[src/rtl/piano_pkg.sv]
// rtl/piano_pkg.sv - shared constants and helpers for the piano note scheduler
package piano_pkg;

    localparam logic [1:0] ST_IDLE = 2'd0;
    localparam logic [1:0] ST_PLAY = 2'd1;
    localparam logic [1:0] ST_GAP  = 2'd2;

    localparam int TICK_HZ       = 20000;
    localparam int DEB_TICKS_DEF = 200;
    localparam int GAP_TICKS_DEF = 40;

    localparam logic [7:0] HP0_DEF = 8'd76;
    localparam logic [7:0] HP1_DEF = 8'd68;
    localparam logic [7:0] HP2_DEF = 8'd60;
    localparam logic [7:0] HP3_DEF = 8'd57;

    // Returns {hit, index} of the lowest set bit.
    function automatic logic [2:0] lowest_set(input logic [3:0] v);
        lowest_set = 3'b000;
        for (int i = 3; i >= 0; i--) begin
            if (v[i]) lowest_set = {1'b1, 2'(i)};
        end
    endfunction

endpackage

[src/rtl/key_debounce.sv]
// rtl/key_debounce.sv - per-key synchronizer, tick-based debounce and press pulse
module key_debounce
    import piano_pkg::*;
#(
    parameter int DEB_TICKS = DEB_TICKS_DEF
) (
    input  logic clk,
    input  logic rst_n,
    input  logic tick,
    input  logic sw,
    output logic db,
    output logic press
);

    localparam int CW = $clog2(DEB_TICKS + 1);

    logic          sync1;
    logic          sync2;
    logic          db_q;
    logic          held;
    logic [CW-1:0] cnt;

    // Synchronizer idles at 1 so a reset looks like a released key.
    always_ff @(posedge clk or negedge rst_n) begin
        if (!rst_n) begin
            sync1 <= 1'b1;
            sync2 <= 1'b1;
        end else begin
            sync1 <= sw;
            sync2 <= sync1;
        end
    end

    assign held = ~sync2;

    always_ff @(posedge clk or negedge rst_n) begin
        if (!rst_n) begin
            cnt  <= '0;
            db   <= 1'b0;
            db_q <= 1'b0;
        end else begin
            db_q <= db;
            if (held == db) begin
                cnt <= '0;
            end else if (tick) begin
                if (cnt == CW'(DEB_TICKS - 1)) begin
                    db  <= ~db;
                    cnt <= '0;
                end else begin
                    cnt <= cnt + 1'b1;
                end
            end
        end
    end

    assign press = db & ~db_q;

endmodule

[src/rtl/piano_note_scheduler.sv]
// rtl/piano_note_scheduler.sv - last-pressed-wins note selection with silent gap between notes
module piano_note_scheduler
    import piano_pkg::*;
#(
    parameter int         DEB_TICKS = DEB_TICKS_DEF,
    parameter int         GAP_TICKS = GAP_TICKS_DEF,
    parameter logic [7:0] HP0       = HP0_DEF,
    parameter logic [7:0] HP1       = HP1_DEF,
    parameter logic [7:0] HP2       = HP2_DEF,
    parameter logic [7:0] HP3       = HP3_DEF
) (
    input  logic       clk,
    input  logic       rst_n,
    input  logic       tick,
    input  logic [3:0] sw,
    output logic       note_on,
    output logic [1:0] note_idx,
    output logic [7:0] half_period,
    output logic [3:0] keys_db
);

    localparam int GW = $clog2(GAP_TICKS + 1);

    logic [3:0]    press;
    logic [1:0]    state;
    logic [1:0]    target;
    logic [GW-1:0] gap_cnt;
    logic          new_hit;
    logic          fb_hit;
    logic [1:0]    new_idx;
    logic [1:0]    fb_idx;
    logic [1:0]    gap_pick;
    logic [1:0]    play_idx;
    logic          play_ok;

    for (genvar i = 0; i < 4; i++) begin : g_key
        key_debounce #(.DEB_TICKS(DEB_TICKS)) u_deb (
            .clk   (clk),
            .rst_n (rst_n),
            .tick  (tick),
            .sw    (sw[i]),
            .db    (keys_db[i]),
            .press (press[i])
        );
    end

    function automatic logic [7:0] hp_of(input logic [1:0] idx);
        case (idx)
            2'd0:    hp_of = HP0;
            2'd1:    hp_of = HP1;
            2'd2:    hp_of = HP2;
            default: hp_of = HP3;
        endcase
    endfunction

    assign {new_hit, new_idx} = lowest_set(press);
    assign {fb_hit, fb_idx}   = lowest_set(keys_db);

    // A press on the very last gap tick still redirects the gap's target.
    assign gap_pick = new_hit ? new_idx : target;
    assign play_ok  = keys_db[gap_pick] | fb_hit;
    assign play_idx = keys_db[gap_pick] ? gap_pick : fb_idx;

    always_ff @(posedge clk or negedge rst_n) begin
        if (!rst_n) begin
            state       <= ST_IDLE;
            note_on     <= 1'b0;
            note_idx    <= 2'd0;
            half_period <= HP0;
            target      <= 2'd0;
            gap_cnt     <= '0;
        end else begin
            case (state)
                ST_IDLE: begin
                    if (new_hit) begin
                        state       <= ST_PLAY;
                        note_on     <= 1'b1;
                        note_idx    <= new_idx;
                        half_period <= hp_of(new_idx);
                    end
                end
                ST_PLAY: begin
                    if (new_hit) begin
                        state   <= ST_GAP;
                        note_on <= 1'b0;
                        target  <= new_idx;
                        gap_cnt <= '0;
                    end else if (!keys_db[note_idx]) begin
                        state   <= fb_hit ? ST_GAP : ST_IDLE;
                        note_on <= 1'b0;
                        target  <= fb_idx;
                        gap_cnt <= '0;
                    end
                end
                ST_GAP: begin
                    target <= gap_pick;
                    if (tick) begin
                        if (gap_cnt == GW'(GAP_TICKS - 1)) begin
                            gap_cnt <= '0;
                            if (play_ok) begin
                                state       <= ST_PLAY;
                                note_on     <= 1'b1;
                                note_idx    <= play_idx;
                                half_period <= hp_of(play_idx);
                            end else begin
                                state <= ST_IDLE;
                            end
                        end else begin
                            gap_cnt <= gap_cnt + 1'b1;
                        end
                    end
                end
                default: begin
                    state   <= ST_IDLE;
                    note_on <= 1'b0;
                end
            endcase
        end
    end

endmodule
[config.mk]
export PLATFORM = sky130hd
export DESIGN_NAME = piano_note_scheduler
export DESIGN_NICKNAME = d
export VERILOG_FILES = /design/src/rtl/piano_pkg.sv /design/src/rtl/key_debounce.sv /design/src/rtl/piano_note_scheduler.sv
export SDC_FILE = /design/constraint.sdc
export NUM_CORES = 1
export LEC_CHECK = 0
export CORE_MARGIN = 5
export CORE_UTILIZATION = 50
export DETAILED_ROUTE_END_ITERATION = 16
export DONT_BUFFER_PORTS = 1
export PLACE_DENSITY = 0.71
export SYNTH_ARGS = -nofsm -noshare
export SYNTH_HDL_FRONTEND = slang
export SYNTH_HIERARCHICAL = 1
export SYNTH_SLANG_ARGS = --single-unit
[constraint.sdc]
create_clock -name clk -period 6.28 [get_ports clk]
set_input_delay 1.256 -clock clk [delete_from_list [all_inputs] [get_ports clk]]
set_output_delay 1.256 -clock clk [all_outputs]
set_load 0.005 [all_outputs]
======== Word-level counts from Yosys, hierarchy flattened ========
Index checks and enable logic that the tools add are counted.
storage, ports and cells
  memory bits (writable) .................. 0
  word-level logic and storage cells ...... 153
  register bits after elaboration ......... 69
  memories ................................ 0
  output and inout port bits .............. 15
  ROM bits ................................ 0
  latch bits .............................. 0
cells by class
  muxes and demuxes ....................... 61
  shifts and indexed selects .............. 0
  bitwise gates (word level) .............. 21
  reduce and logical (&&, ||, !) cells .... 18
  add/sub/neg operators ................... 5
  multiply operators ...................... 0
  order comparisons ....................... 2
  eq/ne operators ......................... 20
  div/mod/pow operators ................... 0
operator list
  cell                                                number
  2-to-1 mux 8 bit                                    16
  one-hot mux 7 bit (3 select lines)                  2
  adder 8 x 1 -> 8 bit, second input constant         4
  == test 8 bit, second input constant                4
  2-to-1 mux 2 bit                                    14
  2-to-1 mux 3 bit                                    8
  2-to-1 mux 6 bit                                    4
  inverter 1 bit                                      16
  one-hot mux 8 bit (2 select lines)                  1
  AND reduction 3 bit                                 5
  one-hot mux 6 bit (2 select lines)                  1
  nonzero test 2 bit                                  6
  AND reduction 5 bit                                 2
  2-to-1 mux 1 bit                                    9
  != test 2 bit, second input constant                4
  one-hot mux 2 bit (2 select lines)                  2
  adder 6 x 1 -> 6 bit, second input constant         1
  == test 2 x 1 -> 1 bit, second input constant       3
  == test 2 bit, second input constant                3
  == test 6 bit, second input constant                1
  zero test 2 bit                                     3
  < comparator 2 x 3 -> 1 bit, second input constant  2
  one-hot mux 2 bit (3 select lines)                  1
  bitwise AND 1 bit                                   4
  other kinds (7)                                     11

======== Longest topological paths before layout ========
Gate-level depths: netlist of run 1.
  depth in word-level cells ............... 16
  depth in mapped cells ................... 6

======== Hierarchy ========
Netlist of run 1, hierarchy kept.
modules (own cells, without submodules)
  module                              area an instance (um^2)  cells each  seq. area each (um^2)  times used
  key_debounce at g_key[0].u_deb ...  618.1                    54          302.8                  3
  piano_note_scheduler                1148.6                   131         454.2                  1
  key_debounce at g_key[2].u_deb      620.6                    55          302.8                  1

======== Worst setup path after synthesis of run 1 ========
OpenSTA, ideal clock, no wires.
  kind .................................... input to register
  from .................................... in tick
  to ...................................... reg note_idx[1]
  path slack .............................. 4276 ps
  library setup time ...................... 119 ps
  stages on the path ...................... 4
  data arrival time ....................... 1885 ps
  path through ............................ and2_1 > a31o_2 > o221ai_1 > o21a_1
between the ends
  longest elaborated chain between the ends .. 2
ends and longest elaborated chain
  element                               line                         source
  from (decl)                           piano_note_scheduler.sv:14   input logic tick,
  != test 2 bit (no source line)        n/a
  AND reduction 5 bit (no source line)  n/a
  to (signal assigned)                  piano_note_scheduler.sv:78   note_idx <= new_idx;
  to (signal assigned)                  piano_note_scheduler.sv:103  note_idx <= play_idx;
  to (decl)                             piano_note_scheduler.sv:17   output logic [1:0] note_idx,
Every way passes these cells.
A chain may end at the register's enable or synchronous reset.

======== Worst setup path in the final report of run 1 ========
  from .................................... reg g_key[0].u_deb.db
  to ...................................... reg half_period[0]
between the ends
  longest elaborated chain between the ends .. 12
  elaborated cells between the ends (all ways) .. 24
  those cells by class .................... eq/ne (6); mux (13); bitwise (2); reduce/logical (3)
ends and longest elaborated chain
  element                                      line                                                    source
  from (decl)                                  key_debounce.sv:11                                      output logic db,
  from (signal assigned)                       key_debounce.sv:47                                      db <= ~db;
  bitwise AND 1 bit (*)                        key_debounce.sv:56                                      assign press = db & ~db_q;
  net press[0]                                 piano_note_scheduler.sv:24                              logic [3:0] press;
  2-to-1 mux 3 bit (*)                         piano_pkg.sv:21                                         if (v[i]) lowest_set = {1'b1, 2'(i)};
  2-to-1 mux 2 bit                             piano_note_scheduler.sv:60                              assign gap_pick = new_hit ? new_idx : target;
  binary-select mux 1 bit (select 2 bit)       piano_note_scheduler.sv:61, piano_note_scheduler.sv:62
  2-to-1 mux 1 bit (not written as such)       piano_note_scheduler.sv:61, piano_note_scheduler.sv:62
  2-to-1 mux 2 bit                             piano_note_scheduler.sv:62                              assign play_idx = keys_db[gap_pick] ? gap_pick : fb_idx;
  == test 2 bit, or another cell as far along  piano_note_scheduler.sv:48                              case (idx)
  one-hot mux 7 bit (3 select lines)           piano_note_scheduler.sv:48
  2-to-1 mux 8 bit                             piano_note_scheduler.sv:100                             if (play_ok) begin
  2-to-1 mux 8 bit                             piano_note_scheduler.sv:98                              if (gap_cnt == GW'(GAP_TICKS - 1)) begin
  2-to-1 mux 8 bit                             piano_note_scheduler.sv:97                              if (tick) begin
  one-hot mux 8 bit (2 select lines)           piano_note_scheduler.sv:73                              case (state)
  to (signal assigned)                         piano_note_scheduler.sv:79                              half_period <= hp_of(new_idx);
  to (signal assigned)                         piano_note_scheduler.sv:104                             half_period <= hp_of(play_idx);
  to (decl)                                    piano_note_scheduler.sv:18                              output logic [7:0] half_period,
Mark *: on every way through the listed nets, which the timed path passes. The rest lies on a longest branch. The select of a mux whose other input is x is not followed.

==> results of run 1 <==
==> logic make-up (layout without fill, tap and decap cells) <==
| logic type | count (synthesis) | in the layout | share of synthesized area, % |
|---|---|---|---|
| and+or+nand+nor | 140 | 140 | 23.7 |
| AOI/OAI and AO/OA | 93 | 93 | 19.1 |
| DFF | 66 | 66 | 46.0 |
| buffers and inverters | 24 | 30 | 3.63 |
| muxes | 11 | 11 | 3.52 |
| adders and majority gates | 9 | 9 | 3.11 |
| xor gates and xnor gates | 4 | 4 | 0.967 |
| other | 1 | 2 | 0.103 |
==> power by group <==
part           total [W]  internal (W)  leakage [nW]  switching, W
Clock           0.000304      0.000153        0.0872      0.000151
Sequential      0.000442      0.000435         0.862    0.00000700
Combinational  0.0000302     0.0000133         0.687     0.0000169
==> area by class of cell <==
type	instances	area (um2)	area share [%]
Tap cell	99	124	3.23
Inverter	14	52.6	1.37
Clock buffer	13	149	3.88
Multi-Input combinational cell	259	1830	47.7
Clock inverter	3	15.0	0.391
Sequential cell	66	1670	43.4
==> worst reg2reg max path, delay by kind of cell (launching register included) <==
kind	cells	cell delay, ns
AOI/OAI and AO/OA	4	0.95
DFF	1	0.60
and+or+nand+nor	2	0.69
==> sequential cells by signal, summed over array words and instances, names as in the netlist <==
| signal | count |
|---|---|
| note_idx | 2 |
| g_key.u_deb/cnt | 32 |
| g_key.u_deb/db | 4 |
| g_key.u_deb/sync2 | 4 |
| state | 2 |
| gap_cnt | 6 |
| g_key.u_deb/db_q | 4 |
| g_key.u_deb/sync1 | 4 |
| note_on | 1 |
| half_period | 5 |
| target | 2 |
==> worst paths after layout <==
check	end	slack, ns	depth (start not counted)
hold / removal	g_key[3].u_deb/sync2	0.36	0
min in group asynchronous	g_key[2].u_deb/cnt[0]	0.62	0
hold reg to reg	g_key[3].u_deb/sync2	0.36	0
setup / recovery	half_period[0]	3.98	6
max in group asynchronous	g_key[0].u_deb/sync2	5.47	0
setup reg to reg	half_period[0]	3.98	6
==> cells in the final DEF (no fill, tap or decap), drive strengths merged, types with 3 or more instances in the layout <==
cell and n:
nor4b 4, dfrtp 55, a41oi 5, clkinv 3, a21o 5, nand4 8
nand3b 13, nor2b 5, o21a 4, a211oi 4, dfstp 11, inv 14
nand2b 10, nand3 21, o21ai 14, nand2 35, xor2 4, and3 8
clkbuf 13, and2 10, nor2 14, or2b 3, a22o 8, a31oi 14
mux2 4, a21oi 20, ha 9, o31ai 4, mux2i 6
==> metrics by stage <==
| step | utilization, % | cell area (um2) | power [W] | hold slack [ns] | setup slack, ns |
|---|---|---|---|---|---|
| 5_1_grt | 53.8 | 3840 | 0.000812 | 0.359 | 3.71 |
| 3_5_place_dp | 51.5 | 3670 | 0.000480 | 0.347 | 4.04 |
| 2_1_floorplan | - | 3630 | 0.000477 | 0.345 | 4.28 |
| 6_report | 53.8 | 3840 | 0.000776 | 0.357 | 3.98 |
| 3_3_place_gp | 51.5 | 3670 | 0.000478 | 0.346 | 4.06 |
| 4_1_cts | 53.8 | 3840 | 0.000790 | 0.358 | 4.02 |
==> per-layer routing <==
layer	vias to the layer above	share of wire (%)	global-route usage, %
met1	1261	47	21.9
met5	-	0	0
met2	47	49	25.8
li1	1284	-	-
met3	2	3.6	3.31
met4	0	0.57	7.45
==> key figures, run 1 <==
Outcome
  • Status: completed

Clocking
  • Post-CTS setup buffer count: 0
  • Total CTS buffers: 9
  • H-Tree Depth: 3
  • PostCTS Resize Cnt: 0
  • CTS clk-pin slew, worst paths: 0.07 ns
  • CTS tree: built
  • Longest Clk Path Bufs: 2
  • Clock latency on the worst-skew pair: 0.33 ns
  • CTS Sinks: 66
  • CTS Hold Bufs: 0
  • Clock root cell: clkbuf_8

Drt
  • 1st-pass router iterations: 5
  • Total number of vias: 2,594
  • Vias per inst: 5.71
  • Wirelength per Cell: 14.8 um
  • WL final: 6700 um
  • Drt first-iter violations: 174
  • DRC violations left: 0
  • Antenna Nets Post-Route: 0

Timing
  • Worst-Margin Slew: 0.565 ns
  • Period utilisation layout: 36.6%
  • Final Hold Viols: 0
  • Final-report max-slew violation count: 0
  • Final Setup Violations: 0
  • Min Clock Period, post-route: 2.30 ns
  • Skew final: 0.00969 ns
  • Setup TNS: 0 ns
  • Fmax: 435 MHz
  • RSZ-0062 raised after global routing: false
  • Worst slew margin: 62.0%

Synth
  • Area share of the largest cell type after synthesis: 38.0%
  • Syn Area/Cell: 10.4 um2
  • Synth Warn #: 6
  • Post-synth top area cell: dfrtp_1
  • Yosys cell types: 54
  • Mapped Area: 0.00362 mm2
  • Ranking of synthesized cells by area: dfrtp_1 38%, dfstp_2 8.0%, nand2_1 3.6%
  • Post-synthesis register bit count: 66
  • Synth Flop Type: dfrtp_1
  • Post-synth EDFFs: 0
  • Synth Instances: 348
  • Synth async-reset ratio: 100%
  • Post-synthesis sequential area ratio: 46.0%
  • Most common cell in the synthesized netlist: dfrtp_1
  • Synth top cells by count: 55 x dfrtp_1, 35 x nand2_1, 21 x nand3_1, 20 x a21oi_1

Pwr
  • Maximum vdd drop: 0.000124 V
  • Leak pwr: 1.64 nW
  • Power per Cell Area: 202 mW/mm2

GRT
  • Vias in the first global route: 2,468
  • Initial antenna violation count: 0
  • All-Layer GR Usage: 16.4%
  • Largest net degree at the start of global routing: 67
  • Grt total ovfl: 0
  • First-pass GRT wire length: 11,700 um

Placement
  • Port bufs: 0
  • Post-DP HPWL: 4600 um
  • RD Place Congestion: 0.850
  • Dpl cells: 438

Die
  • Initial Utilization: 50.8%
  • Core footprint: 0.00714 mm2
  • Die Ht: 95.1 um
  • Die area: 0.00905 mm2
  • Num ports: 22
  • Die X: 95.1 um
  • Std cell rows: 31

Setup path
  • Required @ worst endpoint: 6.53 ns
  • Crit path from: g_key[0].u_deb/db
  • Crit Path Category: reg -> reg
  • Buffers & Inverters on Critical Path: 0
  • Max stage delay on crit path: 0.60 ns
  • Arrival time worst endpoint: 2.54 ns
  • CP top delay family: compound AO/OA/AOI/OAI gates
  • Worst path cell trace: nor2b_1 -> nor2_1 -> a31oi_1 -> o221ai_1 -> o311a_1 -> a21oi_1
  • CP endpoint kind: flip-flop
  • CP max stage cell: dfrtp_1
  • CP Launch Type: flip-flop
  • CP max FO: 11
  • Worst r2r src: g_key[0].u_deb/db

Cells and area
  • Fin nets: 366
  • # fillers: 629
  • Ratio of cells with drive above 1 in the final layout: 16.9%
  • Area growth syn-to-layout: 5.87%
  • Final Non-Filler Cells: 454
  • Inserted Diodes: 0

Min path
  • Hold path start: g_key[3].u_deb/sync1
  • Worst hold path class: reg -> reg

Run
  • Maxcap violations: 0
Power figures use the tool's default switching activity.
==> run 2, diff against run 1 <==
- PLACE_DENSITY: 0.71 -> 0.74
- clock period: 6.28 -> 1.9 ns (I/O delays scaled with it)
==> run 2 against run 1 <==
Against the previous run:
- final cell count up 5.1%
- global-route usage up 0.18 points
- total power rose to 3.8 times the previous value
- final area up 9.0%
- largest cell class unchanged
- critical path type unchanged
- first-iteration DRC count down 10%
- non-clock buffer count up 23
- routed wire length up 6.6%
- critical path depth unchanged
- sequential power rose to 3.3 times the previous value
- register-to-register slack worse by 4.0 ns
- clock skew up 0.0050 ns
==> key figures, run 2 (synthesized netlist as in run 1, its figures left out) <==
Drt
  • Met3 WL post-DR: 228 um (-5.4%)
  • Wirelength per Cell: 15.0 um (+1.4%)
  • Total number of vias: 2,724 (+5.0%)
  • DRC violations left: 0 (unchanged)
  • 1st-pass router iterations: 4 (-1)
  • WL final: 7150 um (+6.6%)
  • Antenna Nets Post-Route: 0 (unchanged)
  • Met2 WL post-DR: 3460 um (+4.8%)
  • Met1 WL: 3340 um (+6.9%)
  • Drt first-iter violations: 156 (-10%)
  • Uppermost layer routed: met4
  • Vias per inst: 5.71 (about the same)

Setup path
  • CP Launch Type: flip-flop
  • Worst r2r src: g_key[2].u_deb/db
  • CP max FO: 5 (-6)
  • Worst setup endpoint: half_period[2]
  • Required @ worst endpoint: 2.18 ns (-4.35 ns)
  • R2R cell count: 6 (unchanged)
  • Crit Path Category: reg -> reg
  • Arrival time worst endpoint: 2.16 ns (-0.38 ns)
  • R2R setup slack: 0.02 ns (-3.96 ns)
  • CP endpoint kind: flip-flop
  • Crit path from: g_key[2].u_deb/db
  • CP top delay family: compound AO/OA/AOI/OAI gates
  • Max stage delay on crit path: 0.42 ns (-0.18 ns)
  • Buffers & Inverters on Critical Path: 0 (unchanged)
  • RR Endpoint: half_period[2]
  • Critical path depth: 6 (unchanged)
  • Worst path cell trace: nor2b_4 -> or3_4 -> a31oi_4 -> o221ai_2 -> o311a_1 -> a21o_1
  • CP max stage cell: dfrtp_2

Placement
  • Post-DP HPWL: 4820 um (+4.8%)
  • Dpl cells: 457 (+4.3%)
  • RD Place Congestion: 0.916 (+7.8%)
  • Port bufs: 0 (unchanged)
  • Post-place setup slack: 0.0152 ns (-4.02 ns)

Die
  • Die Ht: 95.1 um (unchanged)
  • Initial Utilization: 50.8% (unchanged)
  • Die area: 0.00905 mm2 (unchanged)
  • Core footprint: 0.00714 mm2 (unchanged)
  • Die X: 95.1 um (unchanged)
  • Num ports: 22 (unchanged)
  • Std cell rows: 31 (unchanged)

Pwr
  • Combinational share of power: 4.8% (+0.9 points)
  • Power per Cell Area: 703 mW/mm2 (+250%)
  • P_sw: 0.000636 W (+260%)
  • Switch share: 21.6% (-0.95 points)
  • Overall power: 0.00294 W (+280%)
  • Leak pwr: 1.80 nW (+10%)
  • Seq pwr share: 49.6% (-7.3 points)
  • Clock power share: 45.6% (+6.4 points)
  • Power Internal: 0.00230 W (+280%)
  • Maximum vdd drop: 0.000417 V (+230%)

GRT
  • Largest net degree at the start of global routing: 67 (unchanged)
  • Vias in the first global route: 2,625 (+6.4%)
  • All-Layer GR Usage: 16.6% (+0.18 points)
  • First-pass GRT wire length: 11,900 um (+2.0%)
  • Grt total ovfl: 0 (unchanged)
  • Initial antenna violation count: 0 (unchanged)

Run
  • Maxcap violations: 0 (unchanged)

Cells and area
  • # fillers: 586 (-6.8%)
  • Fin nets: 389 (+6.3%)
  • Commonest non-fill, non-tap cell in the layout: dfrtp_1
  • Biggest regs: g_key.u_deb/cnt x32, gap_cnt x6, half_period x5
  • Inserted Diodes: 0 (unchanged)
  • Area growth syn-to-layout: 15.4%
  • Largest Register: g_key.u_deb/cnt
  • Max reg flops: 32 (unchanged)
  • Most frequent cells in the layout: 53 x dfrtp_1, 35 x nand2_1, 21 x nand3_1, 21 x buf_4, 19 x a21oi_1
  • Ratio of cells with drive above 1 in the final layout: 25.9% (+9.0 points)
  • Final Non-Filler Cells: 477 (+5.1%)

Clocking
  • CTS Sinks: 66 (unchanged)
  • CTS tree: built
  • CTS clk-pin slew, worst paths: 0.08 ns (about the same)
  • Clock root cell: clkbuf_8
  • Clock latency on the worst-skew pair: 0.34 ns (about the same)
  • Total CTS buffers: 9 (unchanged)
  • H-Tree Depth: 3 (unchanged)
  • Longest Clk Path Bufs: 2 (unchanged)

Timing
  • Final-report max-slew violation count: 0 (unchanged)
  • Min Clock Period, post-route: 1.88 ns (-0.417 ns)
  • Period utilisation layout: 99.0% (+62 points)
  • Final Setup Violations: 0 (unchanged)
  • Skew final: 0.0147 ns (+0.00504 ns)
  • Setup ws final: 0.0182 ns (-3.96 ns)
  • Final Hold Viols: 0 (unchanged)
  • RSZ-0062 raised after global routing: true
  • Fmax: 531 MHz (+22%)

Outcome
  • Status: completed

Min path
  • Worst hold path class: in -> reg
[run 2: worst min path at each step]
stage	from	end	slack, ns	cells past startpoint
5_1_grt	sw[2]	g_key[2].u_deb/sync1	0.005	0
6_report	sw[2]	g_key[2].u_deb/sync1	0.03	0
3_3_place_gp	rst_n	g_key[0].u_deb/cnt[6]	0.09	0
4_1_cts	rst_n	g_key[0].u_deb/cnt[2]	-0.29	0
2_1_floorplan	rst_n	g_key[0].u_deb/cnt[0]	0.08	0
3_5_place_dp	rst_n	g_key[0].u_deb/cnt[6]	0.09	0
[run 2: metal layers]
layer	up-vias	track usage (%)
met5	-	0
met2	44	26.2
met4	0	7.93
met1	1339	21.5
li1	1330	-
met3	11	3.87
[run 2: power by group through the flow]
| stage | Clock [W] | Combinational, W | Sequential [W] |
|---|---|---|---|
| after detailed placement | 0 | 0.000105 | 0.00149 |
| final | 0.00134 | 0.000140 | 0.00146 |
| after global routing | 0.00145 | 0.000161 | 0.00146 |
| after global placement | 0 | 0.000101 | 0.00148 |
| after CTS | 0.00137 | 0.000105 | 0.00146 |
| after floorplan | 0 | 0.0000957 | 0.00148 |
[run 2: layout make-up]
| class | instances | area, um2 | share of cell area [%] |
|---|---|---|---|
| Tap cell | 99 | 124 | 2.96 |
| Timing Repair Buffer | 23 | 195 | 4.67 |
| Inverter | 14 | 52.6 | 1.26 |
| Clock buffer | 12 | 155 | 3.71 |
| Multi-Input combinational cell | 259 | 1910 | 45.8 |
| Sequential cell | 66 | 1670 | 39.9 |
| Clock inverter | 4 | 73.8 | 1.77 |
[run 2: per-stage QoR]
step | utilization (%) | instance area [um2] | hold slack (ns) | setup TNS [ns]
floorplan | - | 3650 | 0.0844 | 0
global placement | 53.7 | 3830 | 0.0866 | 0
detailed placement | 53.7 | 3830 | 0.0865 | 0
CTS | 57.0 | 4070 | -0.289 | 0
global route | 58.6 | 4180 | 0.00496 | -0.0526
finish | 58.6 | 4180 | 0.0323 | 0
[run 2: timing repair]
item / CTS / global route
setup endpoints to repair: 2 / 9
pin swaps: 1 / 7
hold endpoints to repair: 66 / 66
gates resized for setup: 2 / 11
buffers inserted: 0 / 2
==> RTL change 1 (settings of run 1) <==
Register the output `note_idx` once more, cleared by the reset; this adds one clock of latency there. The other outputs are not delayed to match.
--- a/src/rtl/piano_note_scheduler.sv
+++ b/src/rtl/piano_note_scheduler.sv
@@ -22,2 +22,4 @@
     localparam int GW = $clog2(GAP_TICKS + 1);
+
+    logic [1:0] note_idx_s0;
 
@@ -67,3 +69,3 @@
             note_on     <= 1'b0;
-            note_idx    <= 2'd0;
+            note_idx_s0 <= 2'd0;
             half_period <= HP0;
@@ -77,3 +79,3 @@
                         note_on     <= 1'b1;
-                        note_idx    <= new_idx;
+                        note_idx_s0 <= new_idx;
                         half_period <= hp_of(new_idx);
@@ -87,3 +89,3 @@
                         gap_cnt <= '0;
-                    end else if (!keys_db[note_idx]) begin
+                    end else if (!keys_db[note_idx_s0]) begin
                         state   <= fb_hit ? ST_GAP : ST_IDLE;
@@ -102,3 +104,3 @@
                                 note_on     <= 1'b1;
-                                note_idx    <= play_idx;
+                                note_idx_s0 <= play_idx;
                                 half_period <= hp_of(play_idx);
@@ -120,2 +122,10 @@
 
+    always_ff @(posedge clk or negedge rst_n) begin
+        if (!rst_n) begin
+            note_idx <= '0;
+        end else begin
+            note_idx <= note_idx_s0;
+        end
+    end
+
 endmodule
Formal check against the unedited RTL: no difference found for any inputs over 10 cycles, from zero or initial values and one cycle with rst_n low; that may be too few to reach the edited logic, so the function may still have changed.
==> RTL change 1 against run 1 <==
Sequential cell count grew 2. Area after synthesis is 3.9% higher. Cell area up 3.7%. Power increased by 9.9%. Clock skew is 2.0 ps higher. Critical path type unchanged. Setup slack got worse by 180 ps. Wire length grew 0.34%.
==> RTL change 1: results (changes against run 1) <==
stage,metric,value,unit,change
status,status,"complete, no violations",,
routing,WL met2,2980,um,-9.7%
routing,TritonRoute pass-1 iters,4,,-1
synthesis,complex-gate fraction of the synthesized area,18.8,%,-0.26 points
grt,GR Layer Usage met1,20.3,%,-1.6 points
hold_path,WHS Endpoint,g_key[1].u_deb/sync2,,
finish,layout cells sized above 1,18.2,%,+1.3 points
critical_path,r2r setup slk,3800,ps,-180 ps
critical_path,Arrival @ worst endpoint,2700,ps,+160 ps
synthesis,Yosys cell types,62,,+15%
power,Clk power,369,uW,+21%
synthesis,XOR/XNOR Fraction of Synth Area,0.930,%,-0.037 points
grt,met3 Resource Use GR,4.53,%,+1.2 points
synthesis,Synth Area in Adders,2.99,%,-0.12 points
critical_path,CP startpoint,g_key[1].u_deb/db,,
routing,drt total wl,6730,um,+0.34%
clock_tree,CTS Root Cell,clkbuf_8,,
grt,gr usage total,15.4,%,-1.0 points
critical_path,Reg2Reg Capture Point,half_period[5],,
clock_tree,post-CTS sizing,0,,unchanged
power,combinational power,29.8,uW,-1%
clock_tree,clock latency on the worst-skew pair,350,ps,+20 ps
grt,vias in the first global route,2551,,+3.4%
hold_path,HP Class,reg -> reg,,
synthesis,multiplexer area fraction after synthesis,3.55,%,+0.033 points
power,Leakage,1.69,nW,+3.2%
clock_tree,CTS clock-pin slew for the worst setup and hold paths,80,ps,
grt,initial antenna violation count,0,,unchanged
critical_path,CP max stage delay,550,ps,-50 ps
synthesis,commonest cells in the netlist,"57 x dfrtp_1, 25 x nand2_1, 25 x nand3_1, 21 x nor2_1, 19 x o21ai_0",,
hold_path,Worst Hold Launch,g_key[1].u_deb/sync1,,
finish,Nets,373,,+1.9%
power,VDD IR-drop max,0.134,mV,+7.7%
critical_path,CP Class,reg -> reg,,
placement,Detailed Place HPWL,4630,um,+0.60%
grt,first-pass GRT wire length,11900,um,+2.1%
sta,Setup Skew,11.6,ps,+1.95 ps
placement,GP Congestion,0.934,,+10%
synthesis,"top cells by area, synth","dfrtp_1 38%, dfstp_2 7.7%, nand3_1 3.3%",,
critical_path,slowest CP cell,dfrtp_1,,
routing,DR top layer,met4,,
routing,vias per std cell,5.79,,+1.4%
routing,1st-iter DRT viols,92,,-47%
power,Overall Power,853,uW,+9.9%
clock_tree,H-tree levels,3,,unchanged
power,Int Power,666,uW,+11%
grt,met2 usage,22.8,%,-3.0 points
synthesis,sequential share of the synthesized area,45.5,%,-0.41 points
sta,Least-Margin Pin Slew,611,ps,+45.3 ps
routing,met1 wire length,3210,um,+2.7%
routing,met3 WL,378,um,+57%
grt,largest net degree at the start of global routing,69,,+3.0%
==> RTL change 1: cell count changes after synthesis, sizes merged, moves of 3 or more <==
cell / before / now
nand2: 35 / 25
nor2: 14 / 22
o21ai: 14 / 20
and2: 10 / 5
o211ai: 1 / 6
nand3: 21 / 25
a211oi: 4 / 7
a31oi: 14 / 11
==> RTL change 1: through the flow <==
stage	hold slack, ps	util, %	area (um2)	std cells	worst slack (ps)
finish	357	54.5	3980	461	3800
global route	366	54.5	3980	461	3450
CTS	360	54.5	3980	461	3820
detailed placement	349	51.7	3770	445	3770
global placement	346	51.7	3770	445	3790
floorplan	345	-	3770	358	3900
==> RTL change 1: worst register-to-register path, stage by stage (launching register included) <==
cell and delay [ps]:
dfrtp_1 550, nor2b_1 560, inv_1 170, a21oi_1 390, o211ai_2 190, a211oi_1 410
nor2_1 90
==> RTL change 1: area by class of cell <==
class	count	area (um2)
well taps	99	124
fillers	642	3320
clock buffers	13	159
clock inverters	3	45.0
inverters	15	56.3
flip-flops and latches	68	1720
multi-input cells	263	1880
==> RTL change 2 (settings of run 1) <==
Without the edit above. `DEB_TICKS_DEF`: 200 -> 300.
--- a/src/rtl/piano_pkg.sv
+++ b/src/rtl/piano_pkg.sv
@@ -8,3 +8,3 @@
     localparam int TICK_HZ       = 20000;
-    localparam int DEB_TICKS_DEF = 200;
+    localparam int DEB_TICKS_DEF = 300;
     localparam int GAP_TICKS_DEF = 40;
Check against the original RTL: same outputs for any inputs over 10 cycles, from zero or initial values and one cycle with rst_n low; that may be too few to reach the edited logic, so the function may still have changed.
==> RTL change 2 against run 1 <==
Core utilization grew 0.36 points. Sequential cell count grew 4. Via count grew 11%. Cell area grew 1.8%. Synthesized cell count grew 7.8%. Setup slack gained 11 ps. Wire length grew 6.1%. Global-route usage grew 0.96 points. Clock skew grew 1.3 ps. Area after synthesis grew 2.0%. Largest cell class unchanged.
Power is not compared: it rests on default switching activity, and its combinational part moved more than twofold at a synthesized area within 25%.
==> RTL change 2: results (changes against run 1) <==
stage,metric,value,unit,change
hold_path,Worst Hold Launch,g_key[1].u_deb/sync1,,
sta,Slew headroom,63.8,%,+1.8 points
placement,pre-CTS setup slack,4060,ps,+24.0 ps
routing,TritonRoute pass-1 iters,6,,+1
synthesis,syn avg cell area,9.86,um2,-5.3%
routing,vias per std cell,6.02,,+5.3%
finish,Nets,385,,+5.2%
critical_path,r2r setup slk,3990,ps,about the same
synthesis,multiplexer area fraction after synthesis,1.42,%,-2.1 points
grt,vias in the first global route,2751,,+11%
grt,largest net degree at the start of global routing,71,,+6.0%
placement,Inst Count DP,461,,+5.3%
routing,Avg WL per Cell,14.9,um,+0.96%
routing,met3 WL,264,um,+9.5%
finish,FILL cells,663,,+5.4%
synthesis,complex-gate fraction of the synthesized area,20.5,%,+1.4 points
critical_path,Reg2Reg Capture Point,half_period[2],,
routing,WL met2,3410,um,+3.2%
grt,gr usage total,17.4,%,+0.96 points
hold_path,WHS Endpoint,g_key[1].u_deb/sync2,,
placement,dpl cell area,3730,um2,+1.6%
routing,met1 wire length,3360,um,+7.6%
synthesis,XOR/XNOR Fraction of Synth Area,2.84,%,+1.9 points
sta,hold slack final,359,ps,+1.75 ps
synthesis,sequential share of the synthesized area,47.8,%,+1.8 points
finish,max FFs per register,36,,+13%
placement,GP Congestion,0.857,,+0.85%
status,status,"complete, no violations",,
synthesis,"top cells by area, synth","dfrtp_1 40%, dfstp_2 7.8%, nand2_1 6.4%",,
grt,first-pass GRT wire length,12600,um,+8.0%
synthesis,Synth Area in Adders,1.69,%,-1.4 points
sta,Setup Skew,11.0,ps,+1.34 ps
finish,Largest regs,"g_key.u_deb/cnt (36), gap_cnt (6), half_period (5)",,
==> RTL change 2: cell types whose count changed in the layout (fill, tap and decap cells not counted), moves of 5 or more <==
cell	delta
nand3_1	+8
and2_1	-5
nor2_1	-7
a21oi_1	-8
nand2_1	+28
or4_1	+8
nand2b_1	-5
inv_1	-5
o211ai_1	+12
nand3b_1	-12
nand4_1	-7
==> RTL change 2: worst max-delay path by stage <==
stage,start,endpoint,slack (ps),cells past startpoint
global route,g_key[0].u_deb/db,half_period[2],3820,6
detailed placement,g_key[0].u_deb/db,half_period[2],4060,6
global placement,g_key[2].u_deb/db,half_period[2],4120,6
floorplan,tick,note_idx[1],4280,4
finish,g_key[0].u_deb/db,half_period[2],3990,6
CTS,g_key[0].u_deb/db,half_period[2],4020,6
==> RTL change 2: cell families after synthesis <==
logic type,after synthesis
AOI/OAI and AO/OA,107
other,1
and+or+nand+nor,153
adders and majority gates,5
DFF,70
buffers and inverters,23
muxes,4
xor gates and xnor gates,12
==> RTL change 2: layer usage <==
| metal | vias up | track usage [%] |
|---|---|---|
| met1 | 1407 | 22.5 |
| met4 | 0 | 5.92 |
| met3 | 6 | 5.16 |
| li1 | 1409 | - |
| met2 | 49 | 27.9 |
| met5 | - | 0 |
==> RTL change 2: worst max-delay path: stages, from the launching register on <==
cell,delay [ps]
dfrtp_1,570
nor2b_1,460
nor2_1,230
a31oi_1,220
o221ai_1,190
o311a_1,380
a21o_1,160
==> RTL change 2: area by class of cell <==
cell class                      count  area [um2]  area share (%)
Clock buffer                        9         124            3.17
Clock inverter                      7        50.0            1.28
Inverter                            9        33.8           0.865
Multi-Input combinational cell    283        1810            46.3
Sequential cell                    70        1770            45.2
Tap cell                           99         124            3.17
